===== src/rtl/key_press_gen_if.sv =====
// key_press_gen_if: trigger/abort request and key line/status handshake for key_press_gen.
interface key_press_gen_if;
    logic trig;
    logic abort;
    logic key_out;
    logic busy;
    logic done;
    modport master(output trig, abort, input key_out, busy, done);
    modport slave(input trig, abort, output key_out, busy, done);
endinterface


===== src/rtl/key_press_gen.sv =====
// key_press_gen: emulated active-low push-button (press bounce, hold, release bounce).
// Define KEY_GEN_BOUNCE_EN to enable LFSR-driven random toggling inside the bounce windows.
module key_press_gen #(
    parameter logic [23:0] BOUNCE_CNT = 24'd250_000,
    parameter logic [23:0] HOLD_CNT   = 24'd2_500_000,
    parameter int          IV_W       = 12,
    parameter logic [15:0] LFSR_SEED  = 16'hACE1
) (
    input logic            sys_clk,
    input logic            sys_rst_n,
    key_press_gen_if.slave bus
);
    typedef enum logic [1:0] {IDLE, PRESS_B, HOLD, REL_B} state_t;
    state_t state, state_n;
    logic key, key_n, busy, busy_n, done, done_n;
    logic [23:0] win_cnt, win_n, hold_cnt, hold_n;
    logic [15:0] lfsr, lfsr_n;
`ifdef KEY_GEN_BOUNCE_EN
    logic [IV_W-1:0] iv, iv_n;
`endif
    assign bus.key_out = key;
    assign bus.busy = busy;
    assign bus.done = done;
    always_ff @(posedge sys_clk) begin
        if (!sys_rst_n) begin
            state <= IDLE;
            key <= 1'b1;
            busy <= 1'b0;
            done <= 1'b0;
            win_cnt <= '0;
            hold_cnt <= '0;
            lfsr <= LFSR_SEED;
`ifdef KEY_GEN_BOUNCE_EN
            iv <= '0;
`endif
        end else begin
            state <= state_n;
            key <= key_n;
            busy <= busy_n;
            done <= done_n;
            win_cnt <= win_n;
            hold_cnt <= hold_n;
            lfsr <= lfsr_n;
`ifdef KEY_GEN_BOUNCE_EN
            iv <= iv_n;
`endif
        end
    end
    always_comb begin
        lfsr_n = {lfsr[14:0], lfsr[15] ^ lfsr[13] ^ lfsr[12] ^ lfsr[10]};
        state_n = state;
        key_n = key;
        busy_n = busy;
        done_n = 1'b0;
        win_n = win_cnt;
        hold_n = hold_cnt;
`ifdef KEY_GEN_BOUNCE_EN
        iv_n = iv;
`endif
        case (state)
            IDLE: begin
                key_n = 1'b1;
                busy_n = 1'b0;
                if (bus.trig && !bus.abort) begin
                    state_n = PRESS_B;
                    key_n = 1'b0;
                    busy_n = 1'b1;
                    win_n = '0;
`ifdef KEY_GEN_BOUNCE_EN
                    iv_n = lfsr[IV_W-1:0];
`endif
                end
            end
            PRESS_B, REL_B: begin
`ifdef KEY_GEN_BOUNCE_EN
                if (iv == '0) begin
                    key_n = ~key;
                    iv_n = lfsr[IV_W-1:0];
                end else begin
                    iv_n = iv - 1'b1;
                end
`endif
                win_n = win_cnt + 24'd1;
                // window end forces the settled level, overriding any toggle this cycle
                if (win_cnt == BOUNCE_CNT - 24'd1) begin
                    state_n = (state == PRESS_B) ? HOLD : IDLE;
                    key_n = (state == REL_B);
                    busy_n = (state == PRESS_B);
                    done_n = (state == REL_B);
                    hold_n = '0;
                end
            end
            HOLD: begin
                key_n = 1'b0;
                hold_n = hold_cnt + 24'd1;
                if (hold_cnt == HOLD_CNT - 24'd1) begin
                    state_n = REL_B;
                    key_n = 1'b1;
                    win_n = '0;
`ifdef KEY_GEN_BOUNCE_EN
                    iv_n = lfsr[IV_W-1:0];
`endif
                end
            end
            default: state_n = IDLE;
        endcase
        if (bus.abort && state != IDLE) begin
            state_n = IDLE;
            key_n = 1'b1;
            busy_n = 1'b0;
            done_n = 1'b0;
        end
    end
endmodule


===== src/flat_wrapper.sv =====
// flat-port wrapper written by rule: the top's interface ports become plain ports
module key_press_gen_flat 
#(
    parameter logic [23:0] BOUNCE_CNT = 24'd250_000,
    parameter logic [23:0] HOLD_CNT   = 24'd2_500_000,
    parameter int          IV_W       = 12,
    parameter logic [15:0] LFSR_SEED  = 16'hACE1
)
  (sys_clk, sys_rst_n, bus_trig, bus_abort, bus_key_out, bus_busy, bus_done);
  key_press_gen_if bus_i ();
  input logic sys_clk;
  input logic sys_rst_n;
  input wire logic [$bits(bus_i.trig)-1:0] bus_trig;
  input wire logic [$bits(bus_i.abort)-1:0] bus_abort;
  output wire logic [$bits(bus_i.key_out)-1:0] bus_key_out;
  output wire logic [$bits(bus_i.busy)-1:0] bus_busy;
  output wire logic [$bits(bus_i.done)-1:0] bus_done;
  assign bus_i.trig = bus_trig;
  assign bus_i.abort = bus_abort;
  assign bus_key_out = bus_i.key_out;
  assign bus_busy = bus_i.busy;
  assign bus_done = bus_i.done;
  key_press_gen #(.BOUNCE_CNT(BOUNCE_CNT), .HOLD_CNT(HOLD_CNT), .IV_W(IV_W), .LFSR_SEED(LFSR_SEED)) u_core (.sys_clk(sys_clk), .sys_rst_n(sys_rst_n), .bus(bus_i));
endmodule

===== config.mk =====
export PLATFORM = sky130hd
export DESIGN_NAME = key_press_gen_flat
export DESIGN_NICKNAME = d
export VERILOG_FILES = /design/src/rtl/key_press_gen_if.sv /design/src/rtl/key_press_gen.sv /design/src/flat_wrapper.sv
export SDC_FILE = /design/constraint.sdc
export NUM_CORES = 1
export LEC_CHECK = 0
export ABC_AREA = 1
export ABC_CLOCK_PERIOD_IN_PS = 2400
export CAP_MARGIN = 20
export CORE_ASPECT_RATIO = 0.7
export CORE_MARGIN = 1.5
export CORE_UTILIZATION = 55
export DETAILED_ROUTE_END_ITERATION = 10
export HOLD_SLACK_MARGIN = 0.05
export PLACE_DENSITY = 0.72
export SYNTH_ARGS = -nofsm -noshare
export SYNTH_HDL_FRONTEND = slang
export SYNTH_SLANG_ARGS = --single-unit
export TNS_END_PERCENT = 20

===== constraint.sdc =====
create_clock -name sys_clk -period 2.4 [get_ports sys_clk]
set_clock_uncertainty 0.15 [all_clocks]
set_input_delay 0.48 -clock sys_clk [delete_from_list [all_inputs] [get_ports sys_clk]]
set_output_delay 0.48 -clock sys_clk [all_outputs]
set_load 0.005 [all_outputs]

# --- Word level (Yosys, flattened, before mapping) ---
# Index checks and enable logic that the tools add are counted.
classes:
  n_reduce_logical: 14
  n_bitwise: 3
  mux: 17
  n_eq_ne: 8
  add_sub_neg: 2
op_table:
  columns: ["operator", "n"]
  rows:
  - ["$mux W24", 3]
  - ["$pmux W24 S3", 1]
  - ["$add A24 B1 Y24 const B", 2]
  - ["$pmux W24 S2", 1]
  - ["$eq A24 B18 Y1 const B", 1]
  - ["$eq A24 B22 Y1 const B", 1]
  - ["$mux W2", 4]
  - ["$ne A2 B1 Y1 const B", 3]
  - ["$pmux W2 S3", 1]
  - ["$reduce_and A2 Y1", 3]
  - ["$reduce_bool A2 Y1", 3]
  - ["$mux W1", 5]
  - ["$eq A2 B2 Y1 const B", 2]
  - ["$reduce_or A2 Y1", 2]
  - ["$reduce_or A4 Y1", 1]
  - ["$not A1 Y1", 3]
  - ["$pmux W1 S3", 1]
  - ["$reduce_and A3 Y1", 1]
  - ["$eq A2 B1 Y1 const B", 1]
  - ["$logic_and A1 B1 Y1", 2]
  - ["$logic_not A2 Y1", 1]
  - ["$pmux W1 S2", 1]
  - ["$logic_not A1 Y1", 1]
totals:
  inputBits: 4
  out_inout_bits: 3
  reg_bits: 53

# --- Depth between registers and ports, before layout ---
# Gate-level depths: netlist of the first run.
depth:
  depth_word: 4
  depth_mapped: 12
  mapped_depth_nobuf: 11

# --- Worst setup path after synthesis of the first run ---
# No wires, ideal clock.
synth_path:
  path_kind: "reg-to-reg"
  startpoint: "register u_core.state[0]"
  endpoint: "register u_core.win_cnt[19]"
  slack_ns: 0.564
  setup_ns: 0.128
  path_stages_with_launch: 10
  period_less_slack_ns: 1.836
  n_path_buf: 1
  arrival_ns: 1.559
  path_cell_list: "dfxtp_1 inv_1 ha_1 inv_1 nor2_1 inv_1 clkbuf_1 a21oi_1 nor2_1 nor2_1"
synth_via:
  elab_chain_len: 3
  elab_cells_between_ends: 9
synth_lines:
  columns: ["item", "line", "rtl"]
  rows:
  - ["from (decl)", "key_press_gen.sv:14", "state_t state, state_n;"]
  - ["from (signal assigned)", "key_press_gen.sv:37", "state <= state_n;"]
  - ["$eq A2 B2 Y1 (tied with other cells)", "key_press_gen.sv:60", "case (state)"]
  - ["$reduce_or A2 Y1 or $ne A2 B1 Y1 (tied branches)", null, null]
  - ["$pmux W24 S3 or $reduce_and A2 Y1 (tied branches)", null, null]
  - ["to (signal assigned)", "key_press_gen.sv:41", "win_cnt <= win_n;"]
  - ["to (decl)", "key_press_gen.sv:16", "logic [23:0] win_cnt, win_n, hold_cnt, hold_n;"]
# Parallel ways exist; a longest one is shown, timed or not.
# A chain may end at the register's enable or synchronous reset.

# --- Worst setup path in the final report of the first run ---
layout_path:
  startpoint: "register u_core.hold_cnt[0]"
  endpoint: "register u_core.win_cnt[14]"
layout_via:
  elab_chain_len: 3
layout_lines:
  columns: ["item", "line", "rtl"]
  rows:
  - ["from (decl)", "key_press_gen.sv:16", null]
  - ["from (signal assigned)", "key_press_gen.sv:42", "hold_cnt <= hold_n;"]
  - ["$eq A24 B22 Y1", "key_press_gen.sv:96", "if (hold_cnt == HOLD_CNT - 24'd1) begin"]
  - ["$ne A2 B1 Y1 (no source line)", null, null]
  - ["$reduce_and A2 Y1 (no source line)", null, null]
# Every way passes these cells.

==> results of run 1 <==
-- final cells by class --
type	instances	share of cell area
repair buffers	9	0.0214
multi-input cells	462	0.574
well taps	91	0.0295
flip-flops and latches	53	0.275
clock inverters	2	0.0100
inverters	71	0.0710
clock buffers	6	0.0188
-- routing by layer --
layer	up-vias	track usage	routed length [µm]
li1	1868	-	-
met1	1559	0.440	4620
met2	131	0.342	3140
met3	7	0.0605	874
met4	0	0.0516	75
met5	-	0	0
-- kinds of logic after synthesis --
logic type      after synthesis
buf+inv                      85
fa+ha+maj                     6
flops                        53
xor+xnor                     13
simple gates                399
compound gates               44
-- cells in the mapped netlist (2+ instances only) --
library cell  number
ha_1               6
xor2_1            12
nand3b_1           2
inv_1             62
nand3_2            4
o21bai_1           6
buf_6              4
nand3_1           45
buf_2              3
dfxtp_1           53
nand2_1          173
nand4_1            9
nor2_2            10
a21oi_1           32
nor2_1           116
nand2_2           20
clkinv_1           2
nand2_4            4
inv_2              5
nor3b_1            2
o21ai_0            2
nor2_4             3
nor3_2             2
nor3_1             5
o21ai_1            3
clkbuf_1           5
-- registers in the layout (all words and copies together) (netlist names) --
register	count
u_core.bus.busy	1
u_core.bus.done	1
u_core.bus.key_out	1
u_core.hold_cnt	24
u_core.state	2
u_core.win_cnt	24
-- where the power goes --
group	total [W]	leakage, nW	internal (W)	switching, W
clock network	0.000631	0.0554	0.000314	0.000317
registers	0.000978	0.428	0.000926	0.0000526
logic	0.000681	0.934	0.000184	0.000497
total	0.00229	1.42	0.00142	0.000867
-- through the flow --
| step | cells | setup slack, ps | hold slack (ps) |
|---|---|---|---|
| finish | 694 | 284 | 347 |
| detailed placement | 686 | 206 | 326 |
| CTS | 694 | 307 | 345 |
| global route | 694 | 117 | 374 |
| floorplan | 600 | 564 | 323 |
| global placement | 686 | 227 | 330 |
-- worst max-delay path, delay by kind of cell (launching register included) --
family	cells	cell delay [ps]
AO/OA/AOI/OAI	1	130
adder cells (fa/ha/maj)	1	210
buffers and inverters	2	260
flip-flops	1	430
AND/OR/NAND/NOR	7	850
-- cells in the final DEF (no fill, tap or decap), drive strengths merged, types with 3 or more instances in the layout --
cell           synthesis  layout
a21oi                 32      32
buf                    9       3
clkbuf                 5       6
clkdlybuf4s50          0       6
clkinv                 3       4
dfxtp                 53      53
ha                     6       6
inv                   68      68
nand2                197     197
nand3                 50      50
nand4                 10      10
nor2                 129     129
nor3                   7       7
o21ai                  5       5
o21bai                 6       6
xor2                  12      12
-- path summary, 6_finish.rpt --
kind | to | slack, ps
worst max register to register | u_core.win_cnt[14] | 280
worst max-delay path | u_core.win_cnt[14] | 280
worst min register to register | u_core.bus.busy | 350
worst min-delay path | u_core.bus.busy | 350
==> flow_summary.toml, run 1 <==
[worst_setup_path]
r2r_start = "u_core.hold_cnt[0]"
crit_type = "flop to flop"
critPathMaxFanout = 23
critical_path.cell_chain = "ha_1 > nand2_2 > inv_2 > nand2_2 > nor2_2 > nand3_2 > nand2_4 > nand2_4 > clkinv_4 > nand2_1 > a21oi_1"
start_kind = "flop"
slowest_delay_ps = 430
end_kind = "flop"
critPathRequiredTime_ps = 2490
rr_worst_depth = 11
crit_slowest_cell = "dfxtp_1"
worstPathArrival_ps = 2200
cp-startpoint = "u_core.hold_cnt[0]"

[clock_tree]
clock-root-buffer = "clkbuf_8"
htreeDepth = 2
postCtsSetupBuffers = 0
cts_buffers = 5
ctsResizeCount = 0
insertion_delay_ps = 320
clockBufferDepth = 2
cts_sinks = 53
cts_tree = "built"
ctsHoldBuffers = 0
path_clk_slew_ps = 110

[final_layout]
register_area_um2 = 1060
final_area_um2 = 3860
fill_cells = 627
syn_to_final_growth_pct = 5.51
final_nets = 612
antenna_cells = 0
drive_gt1_frac = 0.103
multiInputGateArea_um2 = 2220
fin_util = 0.609

[hold_path]
hold_path_class = "flop to flop"
holdPathStages = 2
min-delay-start = "u_core.bus.busy"

[routing]
viasPerCell = 5.14
routed_wl_um = 8710
first_iter_violations = 269
route.detailed.drc = 0
route.vias.total = 3565
postRouteAntennaNets = 0
firstDrtPassIters = 5
avgRoutedWirePerCell_um = 12.6

[timing]
fmax_mhz = 473
period_share = 0.882
drv_slew = 0
final_hold_viol_count = 0
min_period_ps = 2120
fin_setup_tns_ps = 0
setup_violations = 0
tightestPinTransition_ps = 379
slew_headroom = 0.748
rsz0062_at_grt = "false"

[pwr]
ir_drop_uv = 408
p_leak_nw = 1.42
power_density_nw_per_um2 = 593
p_total_w = 0.00229

[synth]
ys.flop_type = "dfxtp_1"
synth_top_family_by_area = "simple AND/OR/NAND/NOR gates"
synthAdderAreaFrac = 0.0205
synthCells = 600
synth-edff-count = 0
synth-simple-area-share = 0.489
avgSynthCellArea_um2 = 6.10
synth-seq-area-share = 0.290
netlist_area_um2 = 3660
synth_cell_type_count = 36
yosysWarnings = 0
synth_compound_area_frac = 0.0650
synthMuxAreaShare = 0
synth_area_leaders = "dfxtp_1 (29%), nand2_1 (18%), nor2_1 (12%)"
synth_top_area_cell = "dfxtp_1"
synthArstFlopShare = 0
synth_top_area_share = 0.290
synthesis.nets = 610
ys_ff_latch = 53
synthXorXnorAreaFrac = 0.0311

[global_route]
grt_pass1_vias = 3107
track_usage = 0.266
grt_max_degree = 29
grt-ovfl-total = 0
grt_pass1_wl_um = 15200
antenna_found_initial = 0

[placed_design]
globalplace.congestion = 0.930
dp_hpwl_um = 6520
dpl_cell_area_um2 = 3750
port_buffers = 6

[floorplan]
initial_utilization = 0.577
die-height_um = 71.2
ios = 7
die_area_um2 = 7160
die-width_um = 100
core-area_um2 = 6340
num_rows = 24

[outcome]
status = "completed"

[run]
cap_violations = 0
(Power assumes the default switching activity.)
==> inputs of run 2 (changes only) <==
ABC_AREA = unset   (was 1)
GPL_ROUTABILITY_DRIVEN = 0   (was unset)
GPL_TIMING_DRIVEN = 0   (was unset)
==> run 2 against run 1 <==
  * Sequential power down 0.6%
  * Combinational power up 0.6%
  * First-iteration DRC count up 9.3%
  * Power down 1.7%
  * Non-clock buffer count up 27
  * Global-route usage up 0.29 points
  * Largest power group unchanged
==> flow_summary.toml, run 2 <==
[global_route]
grt_max_degree = 16
grt-ovfl-total = 0
grt_pass1_wl_um = 12500
grt_pass1_vias = 2500
antenna_found_initial = 0
track_usage = 0.269

[final_layout]
multiInputGateArea_um2 = 1870
fill_cells = 445
layout_commonest_cell = "dfxtp_1"
fin_util = 0.663
register_area_um2 = 1070
syn_to_final_growth_pct = 16.7
final_nets = 392
antenna_cells = 0
layout_common_cells = "dfxtp_1 (48), a21oi_1 (42), or4_1 (24)"
reg_top3 = "u_core.hold_cnt (24), u_core.win_cnt (24), u_core.state (2)"
drive_gt1_frac = 0.173

[routing]
route.detailed.drc = 0
routed_wl_um = 7810
viasPerCell = 6.63
firstDrtPassIters = 5
avgRoutedWirePerCell_um = 17.2
first_iter_violations = 294
route.vias.total = 3010
postRouteAntennaNets = 0

[worst_setup_path]
r2r_start = "u_core.hold_cnt[8]"
crit_type = "input pin to flop"
crit_end = "u_core.win_cnt[12]"
critPathMaxFanout = 10
worstPathArrival_ps = 2480
cp-startpoint = "bus_trig"
rr_worst_depth = 6
start_kind = "input pin"
rrSetupSlack_ps = 80
end_kind = "flop"
critPathRequiredTime_ps = 2490
timing.rr.end = "u_core.win_cnt[12]"

[floorplan]
initial_utilization = 0.568
num_rows = 22
die_area_um2 = 5820
die-height_um = 64.3
core-area_um2 = 5200
die-width_um = 90.6
ios = 7

[clock_tree]
clockBufferDepth = 2
insertion_delay_ps = 310
path_clk_slew_ps = 90
htreeDepth = 2
ctsHoldBuffers = 0
cts_buffers = 5
cts_sinks = 53
clock-root-buffer = "clkbuf_8"
cts_tree = "built"

[synth]
synth_compound_area_frac = 0.250
synthCells = 355
synth_top_area_share = 0.359
synthArstFlopShare = 0
yosysMostFrequentCell = "dfxtp_1"
synth-seq-area-share = 0.359
avgSynthCellArea_um2 = 8.32
ys.flop_type = "dfxtp_1"
netlist_area_um2 = 2950
synth-edff-count = 0
synthXorXnorAreaFrac = 0.00890
ys_ff_latch = 53
synth_top_family_by_area = "simple AND/OR/NAND/NOR gates"
synth_area_leaders = "dfxtp_1 (36%), a21oi_1 (7.1%), or4_1 (6.1%)"
synthMuxAreaShare = 0.00678
synthAdderAreaFrac = 0.0254
synth_top_area_cell = "dfxtp_1"
synthTopCellsByCount = "dfxtp_1 (53), a21oi_1 (42), or4_1 (24), nand2_1 (23), nand3_1 (23)"
synthesis.nets = 365
yosysWarnings = 0
synth_cell_type_count = 49
synth-simple-area-share = 0.308

[pwr]
p_leak_nw = 1.04
power_density_nw_per_um2 = 653
p_total_w = 0.00225
ir_drop_uv = 493

[placed_design]
dp_hpwl_um = 5540
port_buffers = 6

[run]
cap_violations = 0

[timing]
final_hold_viol_count = 0
rsz0062_at_grt = "true"
drv_slew = 0
min_period_ps = 2380
slew_headroom = 0.549
setup_violations = 0
period_share = 0.993
fmax_mhz = 419
fin_setup_tns_ps = 0
tightestPinTransition_ps = 670

[hold_path]
hold_path_class = "flop to flop"
holdPathStages = 2
min-delay-start = "u_core.bus.key_out"

[outcome]
status = "completed"
-- run 2: cell count changes after synthesis, moves of 15 or more --
cell / delta
o21ai_0: +17
nand2_1: -150
nor2_1: -106
nand2_2: -20
inv_1: -50
or4_1: +24
nand3_1: -22
or3_1: +15
o31ai_1: +21
-- run 2: critical path, cell delays in order --
cell and delay, ps:
clkdlybuf4s50_1 520, nand2b_4 110, a2111oi_4 400, a21oi_4 140, buf_6 160, or4_1 500
a21oi_1 160
-- run 2: area by class of cell --
type,count,share of cell area
Clock buffer,5,0.0200
Buffer,15,0.0254
Tap cell,72,0.0261
Multi-Input combinational cell,274,0.543
Timing Repair Buffer,21,0.0508
Inverter,12,0.0142
Clock inverter,2,0.0102
Sequential cell,53,0.310
-- run 2: cell families after synthesis --
kind of cell,count (synthesis)
and+or+nand+nor,151
AOI/OAI and AO/OA,112
DFF,53
buffers and inverters,28
adders and majority gates,6
xor gates and xnor gates,3
muxes,2
-- run 2: metal layers --
metal	vias to the layer above	routed length, µm	global-route usage
met5	-	0	0
met4	0	68	0.0714
met3	6	594	0.0500
met2	113	3100	0.373
met1	1438	4050	0.418
li1	1453	-	-
-- run 2: through the flow --
step / hold slack (ps) / worst slack [ps] / instances / instance area [µm²]
2_1_floorplan: 302 / 73.6 / 355 / 2950
3_3_place_gp: 310 / -534 / 433 / 3100
4_1_cts: 345 / -43.5 / 442 / 3270
5_1_grt: 368 / -43.5 / 454 / 3450
6_report: 338 / 15.6 / 454 / 3450
3_5_place_dp: 318 / -596 / 433 / 3100
-- run 2: repair_timing --
item | 4_1_cts | 5_1_grt
gates resized for setup | 18 | 31
setup endpoints to repair | 43 | 49
setup buffers | 3 | 12
endpoints found under the hold margin | 0 | 0
pin swaps | 2 | 3
-- run 2: how the worst min path moves through the flow --
| stage | end |
|---|---|
| finish | u_core.bus.key_out |
| detailed placement | u_core.bus.key_out |
| floorplan | u_core.hold_cnt[23] |
| global placement | u_core.bus.key_out |
| CTS | u_core.bus.key_out |
| global route | u_core.bus.busy |
-- run 2: power by group --
group	internal (W)	switching (W)
logic	0.000300	0.000384
clock network	0.000304	0.000290
registers	0.000926	0.0000460
